File: src/rtl/w_mem_loader.sv
// Packs a stream of weight bytes into ROW_BYTES-wide rows and writes them at consecutive addresses; define W_MEM_LOADER_CHECKSUM_EN to add a byte checksum.
// A row is written one cycle after its last byte is accepted; in_ready is high throughout LOAD, so the loader sustains 1 byte/cycle.
module w_mem_loader #(
  parameter int ROW_BYTES = 4,
  parameter int NUM_BIT   = 8,
  parameter int ADDR_W    = 14,
  parameter int ROWS_W    = 12
) (
  input  logic                      clk,
  input  logic                      reset,
  input  logic                      start,
  input  logic                      abort,
  input  logic [ADDR_W-1:0]         base_addr,
  input  logic [ROWS_W-1:0]         num_rows,
  input  logic                      in_valid,
  input  logic signed [NUM_BIT-1:0] in_data,
  output logic                      in_ready,
  output logic                      wr_enable,
  output logic [ADDR_W-1:0]         wr_addr,
  output logic signed [NUM_BIT-1:0] wr_data [ROW_BYTES],
  output logic                      busy,
  output logic                      done
`ifdef W_MEM_LOADER_CHECKSUM_EN
  ,
  output logic [15:0]               checksum
`endif
);

  localparam int LANE_W = (ROW_BYTES > 1) ? $clog2(ROW_BYTES) : 1;

  typedef enum logic [1:0] {S_IDLE, S_LOAD, S_FLUSH, S_DONE} state_t;

  state_t                    r_state, w_state_nxt;
  logic [LANE_W-1:0]         r_lane;
  logic [ROWS_W-1:0]         r_row_idx;
  logic [ROWS_W-1:0]         r_num_rows;
  logic [ADDR_W-1:0]         r_base;
  logic [ADDR_W-1:0]         r_wr_addr;
  logic                      r_wr_en;
  logic signed [NUM_BIT-1:0] r_row_buf [ROW_BYTES];
  logic signed [NUM_BIT-1:0] r_wr_data [ROW_BYTES];
  logic                      w_take;
  logic                      w_last_lane;
  logic                      w_last_row;
  logic [ADDR_W-1:0]         w_row_off;

  // Abort wins over a same-cycle byte, so a row finishing under abort is never written.
  assign w_take      = in_valid && (r_state == S_LOAD) && !abort;
  assign w_last_lane = (r_lane == LANE_W'(ROW_BYTES - 1));
  assign w_last_row  = (r_row_idx == r_num_rows - ROWS_W'(1));
  assign w_row_off   = ADDR_W'(r_row_idx) * ADDR_W'(ROW_BYTES);

  always_ff @(posedge clk or negedge reset) begin
    if (!reset) r_state <= S_IDLE;
    else        r_state <= w_state_nxt;
  end

  always_comb begin
    w_state_nxt = r_state;
    in_ready    = 1'b0;
    busy        = 1'b0;
    done        = 1'b0;
    case (r_state)
      S_IDLE: begin
        if (start) w_state_nxt = (num_rows == '0) ? S_DONE : S_LOAD;
      end
      S_LOAD: begin
        in_ready = 1'b1;
        busy     = 1'b1;
        if (abort)                                 w_state_nxt = S_IDLE;
        else if (w_take && w_last_lane && w_last_row) w_state_nxt = S_FLUSH;
      end
      S_FLUSH: begin
        busy        = 1'b1;
        w_state_nxt = S_DONE;
      end
      S_DONE: begin
        done        = 1'b1;
        w_state_nxt = S_IDLE;
      end
      default: w_state_nxt = S_IDLE;
    endcase
  end

  always_ff @(posedge clk or negedge reset) begin
    if (!reset) begin
      r_lane     <= '0;
      r_row_idx  <= '0;
      r_num_rows <= '0;
      r_base     <= '0;
      r_wr_addr  <= '0;
      r_wr_en    <= 1'b0;
      for (int i = 0; i < ROW_BYTES; i++) begin
        r_row_buf[i] <= '0;
        r_wr_data[i] <= '0;
      end
    end else begin
      r_wr_en <= 1'b0;
      if (r_state == S_IDLE && start) begin
        r_base     <= base_addr;
        r_num_rows <= num_rows;
        r_row_idx  <= '0;
        r_lane     <= '0;
      end else if (r_state == S_LOAD && abort) begin
        r_lane    <= '0;
        r_row_idx <= '0;
      end else if (w_take) begin
        r_row_buf[r_lane] <= in_data;
        if (w_last_lane) begin
          // The finished row moves to its own register so the next row can start filling immediately.
          r_lane    <= '0;
          r_row_idx <= r_row_idx + ROWS_W'(1);
          r_wr_en   <= 1'b1;
          r_wr_addr <= r_base + w_row_off;
          for (int i = 0; i < ROW_BYTES; i++)
            r_wr_data[i] <= (i == ROW_BYTES - 1) ? in_data : r_row_buf[i];
        end else begin
          r_lane <= r_lane + LANE_W'(1);
        end
      end
    end
  end

  assign wr_enable = r_wr_en;
  assign wr_addr   = r_wr_addr;
  assign wr_data   = r_wr_data;

`ifdef W_MEM_LOADER_CHECKSUM_EN
  logic [15:0] r_sum;

  always_ff @(posedge clk or negedge reset) begin
    if (!reset)                          r_sum <= '0;
    else if (r_state == S_IDLE && start) r_sum <= '0;
    else if (w_take)                     r_sum <= r_sum + 16'($unsigned(in_data));
  end

  assign checksum = r_sum;
`endif

endmodule

File: config.mk
export PLATFORM = sky130hd
export DESIGN_NAME = w_mem_loader
export DESIGN_NICKNAME = d
export VERILOG_FILES = /design/src/rtl/w_mem_loader.sv
export SDC_FILE = /design/constraint.sdc
export NUM_CORES = 1
export LEC_CHECK = 0
export CAP_MARGIN = 30
export CORE_MARGIN = 2
export CORE_UTILIZATION = 48
export DETAILED_ROUTE_END_ITERATION = 16
export GPL_TIMING_DRIVEN = 0
export HOLD_SLACK_MARGIN = 0.05
export PLACE_DENSITY = 0.8
export SLEW_MARGIN = 20
export SYNTH_ARGS = -nofsm -noshare
export SYNTH_HDL_FRONTEND = slang
export SYNTH_SLANG_ARGS = --single-unit
File: constraint.sdc
create_clock -name clk -period 2.7 [get_ports clk]
set_clock_uncertainty 0.05 [all_clocks]
set_input_delay 0.27 -clock clk [delete_from_list [all_inputs] [get_ports clk]]
set_output_delay 0.27 -clock clk [all_outputs]
set_load 0.05 [all_outputs]
==> insert_results.sql, run 1 <==
INSERT INTO impl_metrics (metric_group, metric, value, unit) VALUES
('worst_setup_path', 'timing.critical_path.from_type', 'flip-flop', ''),
('detailed_routing', 'drt-vias-per-instance', '5.41', ''),
('global_routing', 'grt.total_usage', '0.225', ''),
('yosys', 'synthArstFlopShare', '1.00', ''),
('clock_network', 'clk_path_buf_depth', '2', ''),
('yosys', 'synth_edf_count', '0', ''),
('job', 'number_of_max_capacitance_violations_reported', '0', ''),
('floorplan', 'design.core.area', '0.0108', 'mm^2'),
('global_routing', 'wire_length_of_the_first_global_routing_pass', '20700', 'um'),
('finish', 'nets', '683', ''),
('finish', 'finish.instance_area', '0.00706', 'mm^2'),
('detailed_routing', 'drt_wirelength', '12700', 'um'),
('timing', 'fin_worst_hold_slack', '194', 'ps'),
('yosys', 'postSynthRegisterBits', '113', ''),
('yosys', 'synth_top_flop_cell', 'sky130_fd_sc_hd__dfrtp_1', ''),
('timing', 'max_freq', '0.377', 'GHz'),
('clock_network', 'clock_tree.root_cell', 'sky130_fd_sc_hd__clkbuf_8', ''),
('global_routing', 'grt_pass1_vias', '4161', ''),
('power_and_ir_drop', 'p_leak', '0.00330', 'uW'),
('worst_setup_path', 'critical_path.max_fanout', '5', ''),
('timing', 'setup_viol_count_final', '0', ''),
('place', 'place_congestion', '0.883', ''),
('finish', 'final_layout_size_suffix_gt1_frac', '0.155', ''),
('yosys', 'synth.top_cells.by_count', 'sky130_fd_sc_hd__nand2_1 (136), sky130_fd_sc_hd__dfrtp_1 (113), sky130_fd_sc_hd__mux2_2 (50), sky130_fd_sc_hd__o21ai_0 (25), sky130_fd_sc_hd__ha_1 (22)', ''),
('yosys', 'syn_area_per_cell', '10.5', 'um^2'),
('clock_network', 'tritoncts.num_buffers', '17', ''),
('floorplan', 'fp.dieH', '110', 'um'),
('detailed_routing', 'wirelength_per_cell', '16.4', 'um'),
('clock_network', 'number_of_clock_sinks_seen_by_cts', '113', ''),
('floorplan', 'initial_core_util', '0.493', ''),
('yosys', 'synth.yosys.warnings', '0', ''),
('timing', 'final_min_period_over_clock_period', '0.982', ''),
('timing', 'timing_hold_violations_final', '0', ''),
('timing', 'normalized_max_slew_margin', '0.527', ''),
('hold_path', 'min-delay-path-class', 'primary input to async pin', ''),
('clock_network', 'h-tree-depth', '4', ''),
('detailed_routing', 'drt_iter0_markers', '339', ''),
('timing', 'finalMaxSlewViolations', '0', ''),
('yosys', 'synthDominantCellAreaShare', '0.529', ''),
('global_routing', 'grt_overflow_total', '0', ''),
('clock_network', 'clock_latency_on_the_worst_skew_pair', '510', 'ps'),
('timing', 'slew_of_the_pin_with_the_lowest_slew_margin', '710', 'ps'),
('worst_setup_path', 'arrival', '2990', 'ps'),
('global_routing', 'grt_antenna_before_repair', '0', ''),
('clock_network', 'cts.reportedPaths.clkPinSlew', '60', 'ps'),
('finish', 'n_fill_cell', '866', ''),
('finish', 'area.growth.synth_to_final', '32.1', '%'),
('place', 'dpl_cell_area', '0.00643', 'mm^2'),
('yosys', 'yosysMostFrequentCell', 'sky130_fd_sc_hd__nand2_1', ''),
('yosys', 'yosysUniqueCellTypes', '45', ''),
('yosys', 'cell_area_after_technology_mapping', '0.00534', 'mm^2'),
('yosys', 'synth_top_area_cell', 'sky130_fd_sc_hd__dfrtp_1', ''),
('clock_network', 'clock_tree_from_tritoncts', 'yes', ''),
('yosys', 'netlist_top_cells_area', 'sky130_fd_sc_hd__dfrtp_1 (53%), sky130_fd_sc_hd__mux2_2 (11%), sky130_fd_sc_hd__nand2_1 (9.6%)', ''),
('global_routing', 'maximum_number_of_pins_on_one_net_before_global_route_repair', '71', ''),
('floorplan', 'io-pin-count', '89', ''),
('detailed_routing', 'drc', '0', ''),
('floorplan', 'core.rowCount', '38', ''),
('place', 'portBuffers', '88', ''),
('yosys', 'synth-seq-area-share', '0.529', ''),
('power_and_ir_drop', 'max-vdd-ir-drop', '0.000643', 'V'),
('detailed_routing', 'routed-via-count', '4185', ''),
('outcome', 'status', 'complete, no violations', ''),
('floorplan', 'horizontal_die_dimension', '110', 'um'),
('power_and_ir_drop', 'power_per_cell_area', '930', 'mW/mm^2'),
('timing', 'min_period', '2650', 'ps'),
('finish', 'inserted_diodes', '0', ''),
('yosys', 'synthesis.nets', '573', ''),
('floorplan', 'design.die.area', '0.0120', 'mm^2'),
('worst_setup_path', 'worstPathRequired', '3040', 'ps'),
('worst_setup_path', 'crit_path_end_kind', 'flip-flop', ''),
('detailed_routing', 'ant_nets', '0', ''),
('worst_setup_path', 'criticalPathCategory', 'flip-flop to flip-flop', ''),
('detailed_routing', 'detailedRoute.firstPassIterationCount', '6', ''),
('place', 'dp.final_hpwl', '8620', 'um'),
('yosys', 'netlist_instances', '511', '');
-- worst paths after layout --
check | startpoint | to | slack, ps | cells after the start
max | r_num_rows[0] | r_state[0] | 50 | 9
min | reset | wr_data[1] | 190 | 2
max reg2reg | r_num_rows[0] | r_state[0] | 50 | 9
min reg2reg | r_row_buf[27] | wr_data[27] | 420 | 2
max in group asynchronous | reset | wr_addr[7] | 1720 | 3
min in group clk | base_addr[11] | r_base[11] | 320 | 2
-- registers in the layout (all words and copies together), names as in the netlist --
name and flops:
r_row_idx 12, r_base 14, r_num_rows 12, r_row_buf 24
r_state 2, r_lane 2, wr_enable 1, wr_addr 14
wr_data 32
-- kinds of logic (layout without fill, tap and decap cells) --
logic type | count (synthesis) | after routing | synth area share
and+or+nand+nor | 198 | 198 | 0.159
DFF | 113 | 113 | 0.529
AOI/OAI and AO/OA | 69 | 69 | 0.0806
muxes | 53 | 53 | 0.111
buffers and inverters | 28 | 151 | 0.0211
xor gates and xnor gates | 27 | 27 | 0.0443
adders and majority gates | 23 | 23 | 0.0553
-- cell type report --
| class | instances | area, um^2 | area share |
|---|---|---|---|
| clock buffers | 18 | 428 | 0.0606 |
| clock inverters | 14 | 156 | 0.0222 |
| multi-input cells | 370 | 2430 | 0.344 |
| flip-flops and latches | 113 | 2830 | 0.401 |
| repair buffers | 91 | 927 | 0.131 |
| well taps | 140 | 175 | 0.0248 |
| plain buffers | 14 | 61.3 | 0.00869 |
| inverters | 14 | 52.6 | 0.00745 |
-- timing repair --
| item | CTS | global route |
|---|---|---|
| endpoints found under the hold margin | 48 | 0 |
| hold buffers | 1 | 0 |
| setup endpoints to repair | 1 | 17 |
| pin swaps | 0 | 1 |
| buffers inserted | 0 | 1 |
| resized for setup | 1 | 10 |
-- routing by layer --
metal | wire length, um | global-route usage | up-vias | share of wire
li1 | - | - | 1967 | -
met5 | 0 | 0 | - | 0
met1 | 5420 | 0.302 | 2050 | 0.43
met2 | 6210 | 0.352 | 141 | 0.49
met3 | 681 | 0.0439 | 27 | 0.054
met4 | 349 | 0.105 | 0 | 0.028
-- worst max-delay path: stages, from the launching register on --
cell	delay, ps
sky130_fd_sc_hd__dfrtp_1	420
sky130_fd_sc_hd__inv_2	100
sky130_fd_sc_hd__ha_4	160
sky130_fd_sc_hd__or4b_4	490
sky130_fd_sc_hd__or3_4	410
sky130_fd_sc_hd__mux2i_1	130
sky130_fd_sc_hd__nand2_1	70
sky130_fd_sc_hd__o221ai_1	100
sky130_fd_sc_hd__o41a_1	450
sky130_fd_sc_hd__mux2i_1	150
-- cell usage in the layout (no fill, tap or decap), drive strengths merged, types with 4 or more instances in the layout --
master	instances
clkbuf	31
nor4	5
clkdlybuf4s50	87
inv	18
clkinv	5
ha	22
a21o	4
mux2	50
nor2	20
nand3	9
xnor2	18
buf	4
nand2	136
a21oi	15
o31ai	4
o21ai	26
o21a	5
dfrtp	113
xor2	9
nor3	9
or3	4
and3	4
-- metrics by stage --
stage / TNS, ps / std cells / worst slack [ps] / power, uW / util
2_1_floorplan: 0 / 511 / 144 / 3780 / -
3_3_place_gp: -310640 / 739 / -2760 / 4220 / 0.590
5_1_grt: -41.4 / 774 / -30.6 / 6900 / 0.651
4_1_cts: 0 / 773 / 18.7 / 6520 / 0.648
3_5_place_dp: -57.1 / 740 / -57.1 / 4320 / 0.593
6_report: 0 / 774 / 48.2 / 6560 / 0.651
-- power breakdown --
| part | internal (uW) | switching [uW] |
|---|---|---|
| logic | 928 | 1030 |
| clock network | 1350 | 821 |
| registers | 2120 | 310 |
Note: power is estimated with default switching activity, not from simulation.
==> inputs of run 2 (changes only) <==
- ABC_AREA: not set -> 0
- CORE_UTILIZATION: 48 -> 52
- PLACE_DENSITY: 0.8 -> 0.82
- clock period: 2.7 -> 3.3 ns (I/O delays scaled with it)
==> run 2 against run 1 <==
Net effect:
- combinational power shrank 20%
- sequential power shrank 17%
- worst hold slack gained 120 ps
- fmax shrank 8.9%
- non-clock buffer count shrank 1
- die area shrank 7.4%
- core utilization grew 4.3 points
- setup slack gained 340 ps
==> insert_results.sql, run 2 (synthesis results as in run 1) <==
INSERT INTO impl_metrics (metric_group, metric, value, unit) VALUES
('power_and_ir_drop', 'net_sw_power', '1740', 'uW'),
('timing', 'max_freq', '0.344', 'GHz'),
('timing', 'normalized_max_slew_margin', '0.517', ''),
('finish', 'final_core_util', '0.694', ''),
('floorplan', 'design.die.area', '0.0111', 'mm^2'),
('power_and_ir_drop', 'power_per_cell_area', '768', 'mW/mm^2'),
('floorplan', 'core.rowCount', '37', ''),
('timing', 'timing.final.ws_setup', '389', 'ps'),
('detailed_routing', 'drt_wirelength', '13000', 'um'),
('clock_network', 'clock_latency_on_the_worst_skew_pair', '510', 'ps'),
('detailed_routing', 'drt-vias-per-instance', '5.56', ''),
('detailed_routing', 'ant_nets', '0', ''),
('timing', 'grt_setup_unrepaired', 'false', ''),
('floorplan', 'io-pin-count', '89', ''),
('hold_path', 'min-delay-path-class', 'primary input to async pin', ''),
('global_routing', 'wire_length_of_the_first_global_routing_pass', '21100', 'um'),
('worst_setup_path', 'worst_r2r_startpoint', 'r_row_idx[1]', ''),
('timing', 'final_min_period_over_clock_period', '0.882', ''),
('detailed_routing', 'drc', '0', ''),
('place', 'dp.final_hpwl', '8720', 'um'),
('finish', 'nets', '682', ''),
('power_and_ir_drop', 'p_sw_frac', '0.323', ''),
('detailed_routing', 'wirelength_per_cell', '16.9', 'um'),
('worst_setup_path', 'crit_path_end_kind', 'flip-flop', ''),
('clock_network', 'clk_path_buf_depth', '2', ''),
('finish', 'final_common_cell', 'sky130_fd_sc_hd__nand2_1', ''),
('worst_setup_path', 'arrival', '3240', 'ps'),
('place', 'post-place-ws', '575', 'ps'),
('place', 'place_congestion', '0.890', ''),
('power_and_ir_drop', 'cell_internal_pwr', '3660', 'uW'),
('clock_network', 'post_cts.resized_instances', '0', ''),
('power_and_ir_drop', 'max-vdd-ir-drop', '0.000549', 'V'),
('worst_setup_path', 'timing.critical_path.from_type', 'flip-flop', ''),
('global_routing', 'grt_pass1_vias', '4339', ''),
('power_and_ir_drop', 'p_leak', '0.00330', 'uW'),
('worst_setup_path', 'crit_start', 'r_row_idx[1]', ''),
('clock_network', 'number_of_clock_sinks_seen_by_cts', '113', ''),
('floorplan', 'horizontal_die_dimension', '105', 'um'),
('global_routing', 'grt.total_usage', '0.246', ''),
('worst_setup_path', 'worstPathRequired', '3630', 'ps'),
('job', 'number_of_max_capacitance_violations_reported', '0', ''),
('detailed_routing', 'routed-via-count', '4275', ''),
('worst_setup_path', 'critical_path.max_fanout', '6', ''),
('global_routing', 'maximum_number_of_pins_on_one_net_before_global_route_repair', '63', ''),
('timing', 'min_period', '2910', 'ps'),
('global_routing', 'grt_overflow_total', '0', ''),
('timing', 'setup_viol_count_final', '0', ''),
('clock_network', 'h-tree-depth', '4', ''),
('place', 'portBuffers', '88', ''),
('outcome', 'status', 'complete, no violations', ''),
('clock_network', 'clock_tree.root_cell', 'sky130_fd_sc_hd__clkbuf_8', ''),
('clock_network', 'clock_tree_from_tritoncts', 'yes', ''),
('finish', 'most-common-layout-cells', 'sky130_fd_sc_hd__nand2_1 (136), sky130_fd_sc_hd__dfrtp_1 (113), sky130_fd_sc_hd__clkdlybuf4s50_1 (87)', ''),
('power_and_ir_drop', 'power_frac_comb', '0.289', ''),
('finish', 'final_layout_size_suffix_gt1_frac', '0.141', ''),
('finish', 'area.growth.synth_to_final', '31.7', '%'),
('detailed_routing', 'drt_iter0_markers', '279', ''),
('floorplan', 'design.core.area', '0.0101', 'mm^2'),
('power_and_ir_drop', 'clock_power_share', '0.340', ''),
('timing', 'timing_hold_violations_final', '0', ''),
('clock_network', 'cts_post_setup_buffers_inserted', '0', ''),
('timing', 'finalMaxSlewViolations', '0', ''),
('finish', 'largest_reg_flops', '32', ''),
('clock_network', 'tritoncts.num_buffers', '17', ''),
('floorplan', 'initial_core_util', '0.527', ''),
('floorplan', 'fp.dieH', '105', 'um'),
('finish', 'inserted_diodes', '0', ''),
('timing', 'slew_of_the_pin_with_the_lowest_slew_margin', '707', 'ps'),
('power_and_ir_drop', 'seq_power_share', '0.371', ''),
('global_routing', 'grt_antenna_before_repair', '0', ''),
('clock_network', 'cts.reportedPaths.clkPinSlew', '60', 'ps'),
('worst_setup_path', 'criticalPathCategory', 'flip-flop to flip-flop', ''),
('detailed_routing', 'detailedRoute.firstPassIterationCount', '5', '');
-- run 2: final timing paths --
| path | endpoint | slack [ps] | depth (start not counted) |
|---|---|---|---|
| setup / recovery | wr_addr[13] | 390 | 8 |
| hold / removal | wr_data[12] | 310 | 2 |
| setup reg to reg | wr_addr[13] | 390 | 8 |
| hold reg to reg | wr_data[11] | 420 | 2 |
| max in group asynchronous | r_base[11] | 2220 | 3 |
| min in group clk | r_base[6] | 380 | 2 |
-- run 2: final cells by class --
| type | count | area (um^2) |
|---|---|---|
| clock inverter | 12 | 156 |
| tap | 136 | 170 |
| inverter | 14 | 52.6 |
| timing repair buffer | 90 | 920 |
| sequential | 113 | 2830 |
| multi-input combinational | 370 | 2400 |
| fill | 693 | 3100 |
| buffer | 14 | 60.1 |
| clock buffer | 20 | 445 |
-- run 2: power groups by stage --
stage                     combinational [uW]  sequential (uW)  clock, uW
after floorplan                         1050             2050          0
after global placement                  1460             1980          0
after detailed placement                1540             2010          0
after CTS                               1570             2000       1850
after global routing                    1700             2050       1920
final                                   1560             2010       1840
-- run 2: through the flow --
| step | cells | power [uW] | hold WS, ps | TNS [ps] | instance area, um^2 |
|---|---|---|---|---|---|
| floorplan | 511 | 3100 | -15.6 | 0 | 5340 |
| global placement | 735 | 3450 | 392 | -249130 | 6390 |
| detailed placement | 736 | 3550 | 300 | 0 | 6420 |
| CTS | 769 | 5410 | 334 | 0 | 7030 |
| global route | 769 | 5660 | 355 | 0 | 7030 |
| finish | 769 | 5400 | 314 | 0 | 7030 |
-- run 2: repair_timing --
item                                    4_1_cts  5_1_grt
hold endpoints to repair                     61        0
endpoints found under the setup margin        0        0
hold buffers                                  1        0
-- run 2: worst max-delay path, stage by stage, from the launching register on --
cell	delay, ps
sky130_fd_sc_hd__dfrtp_1	460
sky130_fd_sc_hd__ha_1	350
sky130_fd_sc_hd__a21o_1	190
sky130_fd_sc_hd__a21o_1	210
sky130_fd_sc_hd__a2111oi_0	670
sky130_fd_sc_hd__o21bai_1	250
sky130_fd_sc_hd__a211oi_1	320
sky130_fd_sc_hd__xnor2_1	180
sky130_fd_sc_hd__o21ai_0	100
-- run 2: per-layer routing --
metal	wire length [um]	track usage	up-vias
li1	-	-	1977
met1	5510	0.298	2091
met2	6480	0.407	166
met3	636	0.0612	41
met4	365	0.122	0
met5	0	0	-
